<file path="config.mk">
export PLATFORM = sky130hd
export DESIGN_NAME = uart_rx_fifo_flat
export DESIGN_NICKNAME = d
export VERILOG_FILES = /design/src/rtl/uart_rx_fifo_if.sv /design/src/rtl/uart_rx_fifo.sv /design/src/flat_wrapper.sv
export SDC_FILE = /design/constraint.sdc
export NUM_CORES = 1
export LEC_CHECK = 0
export ABC_AREA = 1
export CAP_MARGIN = 20
export CORE_MARGIN = 2
export CORE_UTILIZATION = 25
export DETAILED_ROUTE_END_ITERATION = 8
export PLACE_DENSITY_LB_ADDON = 0.2
export SETUP_SLACK_MARGIN = 0.02
export SKIP_CTS_REPAIR_TIMING = 1
export SLEW_MARGIN = 0
export SYNTH_ARGS = -nofsm -noshare
export SYNTH_HDL_FRONTEND = slang
export SYNTH_SLANG_ARGS = --single-unit
export TNS_END_PERCENT = 5
</file>
<file path="constraint.sdc">
create_clock -name clk -period 3.24 [get_ports clk]
set_clock_uncertainty 0.15 [all_clocks]
set_input_delay 0.648 -clock clk [delete_from_list [all_inputs] [get_ports clk]]
set_output_delay 0.648 -clock clk [all_outputs]
set_load 0.1 [all_outputs]
</file>
<file path="src/rtl/uart_rx_fifo_if.sv">
// Receiver-side and bus-side signals of the UART receive FIFO.
// almost_full exists only when UART_RX_FIFO_ALMOST_FULL_EN is defined.
interface uart_rx_fifo_if #(
  parameter int DEPTH = 8
);
  localparam int CW = $clog2(DEPTH) + 1;

  logic          rx_rdy;
  logic [7:0]    rx_data;
  logic          clr_rdy;
  logic          rd_en;
  logic [7:0]    rd_data;
  logic          empty;
  logic          full;
  logic [CW-1:0] count;
  logic          overrun;
  logic          ovr_clr;
`ifdef UART_RX_FIFO_ALMOST_FULL_EN
  logic          almost_full;
`endif

  // master: the receiver and the bus reader driving the FIFO
  modport master (
    output rx_rdy, rx_data, rd_en, ovr_clr,
    input  clr_rdy, rd_data, empty, full, count, overrun
`ifdef UART_RX_FIFO_ALMOST_FULL_EN
    , input almost_full
`endif
  );

  // slave: the FIFO itself
  modport slave (
    input  rx_rdy, rx_data, rd_en, ovr_clr,
    output clr_rdy, rd_data, empty, full, count, overrun
`ifdef UART_RX_FIFO_ALMOST_FULL_EN
    , output almost_full
`endif
  );
endinterface

</file>
<file path="src/rtl/uart_rx_fifo.sv">
// UART receive FIFO: captures one byte per rx_rdy assertion, FWFT read port, sticky overrun.
// Optional almost_full output under UART_RX_FIFO_ALMOST_FULL_EN.
module uart_rx_fifo #(
  parameter int DEPTH     = 8,
  parameter int AF_THRESH = 6
) (
  input  logic          clk,
  input  logic          rst_n,
  uart_rx_fifo_if.slave bus
);
  localparam int AW = $clog2(DEPTH);
  localparam int CW = AW + 1;

  localparam logic [0:0] ST_WAIT = 1'b0;
  localparam logic [0:0] ST_ACK  = 1'b1;

  if (DEPTH < 2 || (DEPTH & (DEPTH - 1)) != 0) begin : g_bad_depth
    $error("uart_rx_fifo: DEPTH must be a power of 2, at least 2");
  end
  if (AF_THRESH < 1 || AF_THRESH > DEPTH) begin : g_bad_thresh
    $error("uart_rx_fifo: AF_THRESH must be in 1..DEPTH");
  end

  logic [0:0]    state;
  logic [AW-1:0] wr_ptr;
  logic [AW-1:0] rd_ptr;
  logic [CW-1:0] count;
  logic          overrun;
  logic [7:0]    mem [DEPTH];

  logic is_empty;
  logic is_full;
  logic push_req;
  logic pop;
  logic push;
  logic drop;

  // A full FIFO still accepts a push when the same edge frees a slot.
  always_comb begin
    is_empty = (count == '0);
    is_full  = (count == CW'(DEPTH));
    push_req = (state == ST_WAIT) && bus.rx_rdy;
    pop      = bus.rd_en && !is_empty;
    push     = push_req && (!is_full || pop);
    drop     = push_req && is_full && !pop;
  end

  // ACK holds clr_rdy until the receiver lets rx_rdy fall
  always_ff @(posedge clk or negedge rst_n) begin
    if (!rst_n) begin
      state <= ST_WAIT;
    end else begin
      case (state)
        ST_WAIT: if (bus.rx_rdy)  state <= ST_ACK;
        ST_ACK:  if (!bus.rx_rdy) state <= ST_WAIT;
        default: state <= ST_WAIT;
      endcase
    end
  end

  always_ff @(posedge clk or negedge rst_n) begin
    if (!rst_n) begin
      wr_ptr  <= '0;
      rd_ptr  <= '0;
      count   <= '0;
      overrun <= 1'b0;
    end else begin
      if (push) wr_ptr <= wr_ptr + AW'(1);
      if (pop)  rd_ptr <= rd_ptr + AW'(1);
      case ({push, pop})
        2'b10:   count <= count + CW'(1);
        2'b01:   count <= count - CW'(1);
        default: count <= count;
      endcase
      if (drop)             overrun <= 1'b1;
      else if (bus.ovr_clr) overrun <= 1'b0;
    end
  end

  // Storage is data only and deliberately carries no reset.
  always_ff @(posedge clk) begin
    if (push) mem[wr_ptr] <= bus.rx_data;
  end

  assign bus.clr_rdy = (state == ST_ACK);
  assign bus.rd_data = mem[rd_ptr];
  assign bus.empty   = is_empty;
  assign bus.full    = is_full;
  assign bus.count   = count;
  assign bus.overrun = overrun;

`ifdef UART_RX_FIFO_ALMOST_FULL_EN
  assign bus.almost_full = (count >= CW'(AF_THRESH));
`endif
endmodule

</file>
<file path="src/flat_wrapper.sv">
// flat-port wrapper written by rule: the top's interface ports become plain ports
module uart_rx_fifo_flat 
#(
  parameter int DEPTH     = 8,
  parameter int AF_THRESH = 6
)
  (clk, rst_n, bus_rx_rdy, bus_rx_data, bus_rd_en, bus_ovr_clr, bus_clr_rdy, bus_rd_data, bus_empty, bus_full, bus_count, bus_overrun);
  uart_rx_fifo_if #(.DEPTH(DEPTH)) bus_i ();
  input  logic clk;
  input  logic rst_n;
  input wire logic [$bits(bus_i.rx_rdy)-1:0] bus_rx_rdy;
  input wire logic [$bits(bus_i.rx_data)-1:0] bus_rx_data;
  input wire logic [$bits(bus_i.rd_en)-1:0] bus_rd_en;
  input wire logic [$bits(bus_i.ovr_clr)-1:0] bus_ovr_clr;
  output wire logic [$bits(bus_i.clr_rdy)-1:0] bus_clr_rdy;
  output wire logic [$bits(bus_i.rd_data)-1:0] bus_rd_data;
  output wire logic [$bits(bus_i.empty)-1:0] bus_empty;
  output wire logic [$bits(bus_i.full)-1:0] bus_full;
  output wire logic [$bits(bus_i.count)-1:0] bus_count;
  output wire logic [$bits(bus_i.overrun)-1:0] bus_overrun;
  assign bus_i.rx_rdy = bus_rx_rdy;
  assign bus_i.rx_data = bus_rx_data;
  assign bus_i.rd_en = bus_rd_en;
  assign bus_i.ovr_clr = bus_ovr_clr;
  assign bus_clr_rdy = bus_i.clr_rdy;
  assign bus_rd_data = bus_i.rd_data;
  assign bus_empty = bus_i.empty;
  assign bus_full = bus_i.full;
  assign bus_count = bus_i.count;
  assign bus_overrun = bus_i.overrun;
  uart_rx_fifo #(.DEPTH(DEPTH), .AF_THRESH(AF_THRESH)) u_core (.clk(clk), .rst_n(rst_n), .bus(bus_i));
endmodule
</file>
==> results <==
- The multi-input combinational cells in the finished layout cover a total of 885 um^2.
- Global routing consumed, over all layers together, 10.9% of the routing resources.
- In this run the worst hold path is classified as flip-flop to flip-flop.
- The number of search-and-repair iterations in the first detailed-routing pass is 4.
- The number of antenna diodes in the final layout is 0.
- The instance count after placement with tap cells included is 485.
- The number of cell instances on the worst register-to-register path is 14.
- The startpoint of the most critical register-to-register path is u_core.bus.count[0]$_DFFE_PN0P_.
- In the final routed layout, each cell accounts on average for 14.1 um.
- The post-route setup TNS is 0 ns.
- TritonCTS built the clock tree.
- After synthesis the cells add up to between 3000 and 4000 um^2.
- The area of the core region is 12600 um^2.
- The count of nets left with antenna violations after detail routing is 0.
- The clock transition time at the flip-flop clock pins of the worst setup and hold paths is about 0.06 ns.
- 29 I/O pins were placed.
- In this run the most used layer during global routing was met2.
- STA classifies the critical path endpoint as an output pin.
- Port buffering added 28 buffers.
- Setup repair after global routing left no endpoint under its margin.
- The floorplan step defined a die boundary enclosing 13800 um^2.
- The total number of H-tree levels is 3.
- The master cell of the clock root buffer is sky130_fd_sc_hd__clkbuf_16.
- The total clock buffers created by CTS is 9.
- The clock period could shrink to 2.76 ns.
- The Yosys step of the flow raised 0 warnings.
- Measured along the x axis, the die boundary spans 117 um.
- Compared with the post-synthesis result, the final layout area differs by 27.4%.
- Of the available clock period, the critical path in the final layout requires between 80 and 90%.
- The worst-case register-to-register setup slack is 1.06 ns.
- The layout filler cell count is 1265.
- The clock sink total is 76.
- The relative slew slack is 57.7%.
- The number of antenna violations at the first check in global routing is 0.
- The area taken by flip-flops and latches is 2220 um^2.
- The number of standard cells after synthesis is 287.
- STA classifies the critical path startpoint as a flip-flop.
- After detailed routing, the number of remaining DRC violations is 0.
- The number of register bits inferred by synthesis is 76.
- Data arrives at the worst endpoint at 1.96 ns.
- The number of pins with negative max-slew slack in the final report is 0.
- The number of failing hold endpoints at the final stage came to 0.
- After legalization and detailed placement, the total HPWL measured 4500 um.
- The maximum number of pins on one net before global-route repair is 34.
- The final cell count without fillers is 501.
- For this block, the routed nets add up to 7060 um of wire.
- The largest fanout of any net on the critical path is 24.
- Cells with a size suffix above 1 make up ~16% of the layout.
- The via count of the first global-routing pass is 2111.
- The net count after synthesis is ~310.
- At the end of the flow, the number of nets in the layout was 342.
- In this run, distinct cell masters in the synthesized netlist total 24.
- For met1 alone, demand over resource in global routing was 14.4%.
- The endpoint of the worst register-to-register path is u_core.bus.count[2]$_DFFE_PN0P_.
- A synthesized cell averages between 10 and 15 um^2.
- After detailed routing, the number of vias per cell comes to 4.19.
- The first-pass GRT wire length is about 11000 um.
- Timing would allow up to between 300 and 400 MHz.
- The total global routing overflow is 0.
- The floorplan has 41 rows.
- The met3 layer usage reported by global route is 3.11%.
- Routability-driven placement finished with a final weighted congestion of 0.732.
- The overall die height is approximately 120 um.
- The buffer depth of the longest clock path is 2.
- The run finished with clean final reports.
- Global routing used about 17% of the available met2 tracks.
- Data on the critical path is required at its endpoint by 2.44 ns.
- At the later pin of the worst-skew pair, clock insertion delay measures 0.33 ns.
- For this configuration, the core starts out at a cell density of 25.6%.
- By startpoint and endpoint, the worst setup path is classified as flip-flop to output pin.
- The cell depth of the worst min-delay path is 2.
- The destination of the worst hold path is u_core.rd_ptr[1]$_DFFE_PN0P_.
- In this run the most critical hold path is launched from u_core.rd_ptr[1]$_DFFE_PN0P_.
- The final route contains 2100 vias.
- The final count of negative-setup-slack endpoints is 0.
- Across the run, the number of max-cap violations was 0.
- The number of DRC violations after detailed-routing iteration 0 is 127.
- The proportion of synthesized chip area in sequential cells is 69.1%.
- The measured slew at the worst slew-check pin is 0.632 ns.
worst max path at each step:
stage,start,to,slack (ns),depth (start not counted)
6_report,u_core.rd_ptr[0]$_DFFE_PN0P_,bus_rd_data[7],0.48,7
5_1_grt,u_core.rd_ptr[0]$_DFFE_PN0P_,bus_rd_data[7],0.29,7
4_1_cts,u_core.rd_ptr[0]$_DFFE_PN0P_,bus_rd_data[7],0.46,7
3_5_place_dp,bus_rx_rdy,u_core.bus.count[2]$_DFFE_PN0P_,0.48,13
3_3_place_gp,bus_rx_rdy,u_core.bus.count[2]$_DFFE_PN0P_,0.54,13
2_1_floorplan,u_core.bus.count[3]$_DFFE_PN0P_,u_core.bus.count[2]$_DFFE_PN0P_,0.12,13
through the flow:
step	utilization, %	instance area (um^2)	setup WS [ns]	hold WS (ns)
finish	32.6	4100	0.480	0.338
detailed placement	30.1	3780	0.484	0.317
floorplan	-	3220	0.119	0.202
global placement	30.1	3780	0.542	0.315
CTS	32.6	4100	0.458	0.333
global route	32.6	4100	0.288	0.354
Yosys cell counts:
library cell | count | share of area, %
sky130_fd_sc_hd__or2_4 | 1 | 0.27
sky130_fd_sc_hd__ha_1 | 5 | 1.9
sky130_fd_sc_hd__nor2_4 | 1 | 0.35
sky130_fd_sc_hd__xnor2_1 | 4 | 1.1
sky130_fd_sc_hd__a21oi_1 | 1 | 0.16
sky130_fd_sc_hd__buf_1 | 1 | 0.12
sky130_fd_sc_hd__nand3_1 | 5 | 0.78
sky130_fd_sc_hd__edfxtp_1 | 64 | 60
sky130_fd_sc_hd__buf_4 | 1 | 0.23
sky130_fd_sc_hd__o21ai_1 | 11 | 1.7
sky130_fd_sc_hd__inv_2 | 2 | 0.23
sky130_fd_sc_hd__o21ai_0 | 42 | 6.5
sky130_fd_sc_hd__xor2_1 | 2 | 0.54
sky130_fd_sc_hd__inv_1 | 13 | 1.5
sky130_fd_sc_hd__clkbuf_2 | 1 | 0.16
sky130_fd_sc_hd__clkbuf_1 | 1 | 0.12
sky130_fd_sc_hd__dfrtp_1 | 12 | 9.3
sky130_fd_sc_hd__clkinv_1 | 1 | 0.12
sky130_fd_sc_hd__nor2_2 | 5 | 0.97
sky130_fd_sc_hd__nand2_2 | 1 | 0.19
sky130_fd_sc_hd__nand2_1 | 50 | 5.8
sky130_fd_sc_hd__buf_2 | 6 | 0.93
sky130_fd_sc_hd__nand2_4 | 2 | 0.70
sky130_fd_sc_hd__nor2_1 | 55 | 6.4
kinds of logic after synthesis:
group,Yosys count,synth area share (%)
buffers and inverters,26,3.42
adder cells (fa/ha/maj),5,1.94
AO/OA/AOI/OAI,54,8.40
XOR/XNOR,6,1.63
AND/OR/NAND/NOR,120,15.5
flip-flops,76,69.1
placed cells by master, fill, tap and decap left out:
cell type,Yosys,routed
sky130_fd_sc_hd__inv_6,0,1
sky130_fd_sc_hd__clkbuf_1,1,1
sky130_fd_sc_hd__clkbuf_16,0,9
sky130_fd_sc_hd__buf_4,1,16
sky130_fd_sc_hd__ha_1,5,5
sky130_fd_sc_hd__o21ai_0,42,42
sky130_fd_sc_hd__clkinv_2,0,2
sky130_fd_sc_hd__nor2_1,55,55
sky130_fd_sc_hd__or2_4,1,1
sky130_fd_sc_hd__clkinv_1,1,1
sky130_fd_sc_hd__nor2_2,5,5
sky130_fd_sc_hd__clkinv_4,0,1
sky130_fd_sc_hd__dfrtp_1,12,12
sky130_fd_sc_hd__a21oi_1,1,1
sky130_fd_sc_hd__inv_1,13,13
sky130_fd_sc_hd__buf_12,0,8
sky130_fd_sc_hd__nand2_4,2,2
sky130_fd_sc_hd__nand2_1,50,50
sky130_fd_sc_hd__xnor2_1,4,4
sky130_fd_sc_hd__nand3_1,5,5
sky130_fd_sc_hd__inv_2,2,2
sky130_fd_sc_hd__nand2_2,1,1
sky130_fd_sc_hd__xor2_1,2,2
sky130_fd_sc_hd__o21ai_1,11,11
sky130_fd_sc_hd__clkdlybuf4s50_1,0,12
sky130_fd_sc_hd__bufinv_16,0,2
sky130_fd_sc_hd__edfxtp_1,64,64
sky130_fd_sc_hd__nor2_4,1,1
worst max-delay path: stages, from the launching register on:
cell and delay, ns:
sky130_fd_sc_hd__dfrtp_1 0.38, sky130_fd_sc_hd__inv_2 0.34, sky130_fd_sc_hd__buf_4 0.26, sky130_fd_sc_hd__nor2_1 0.05, sky130_fd_sc_hd__o21ai_0 0.20, sky130_fd_sc_hd__nand2_1 0.08
sky130_fd_sc_hd__nand2_1 0.13, sky130_fd_sc_hd__buf_12 0.18
area by class of cell:
class	instances	area share (%)
Clock buffer	10	5.59
Clock inverter	6	2.14
Inverter	16	1.47
Multi-Input combinational cell	185	21.6
Sequential cell	76	54.2
Tap cell	172	5.25
Timing Repair Buffer	36	9.77
sequential cells by signal (all words and copies together) (netlist names):
| signal | count |
|---|---|
| u_core.mem | 64 |
| u_core.bus.clr_rdy | 1 |
| u_core.wr_ptr | 3 |
| u_core.bus.overrun | 1 |
| u_core.bus.count | 4 |
| u_core.rd_ptr | 3 |
per-layer routing:
metal	vias to the layer above	routed length, um
met5	-	0
met1	1023	3510
met3	7	179
met2	25	3280
met4	0	93
li1	1045	-
Power is not shown: default switching activity piles up to over one toggle a cycle in this logic, so the estimate is an artifact.
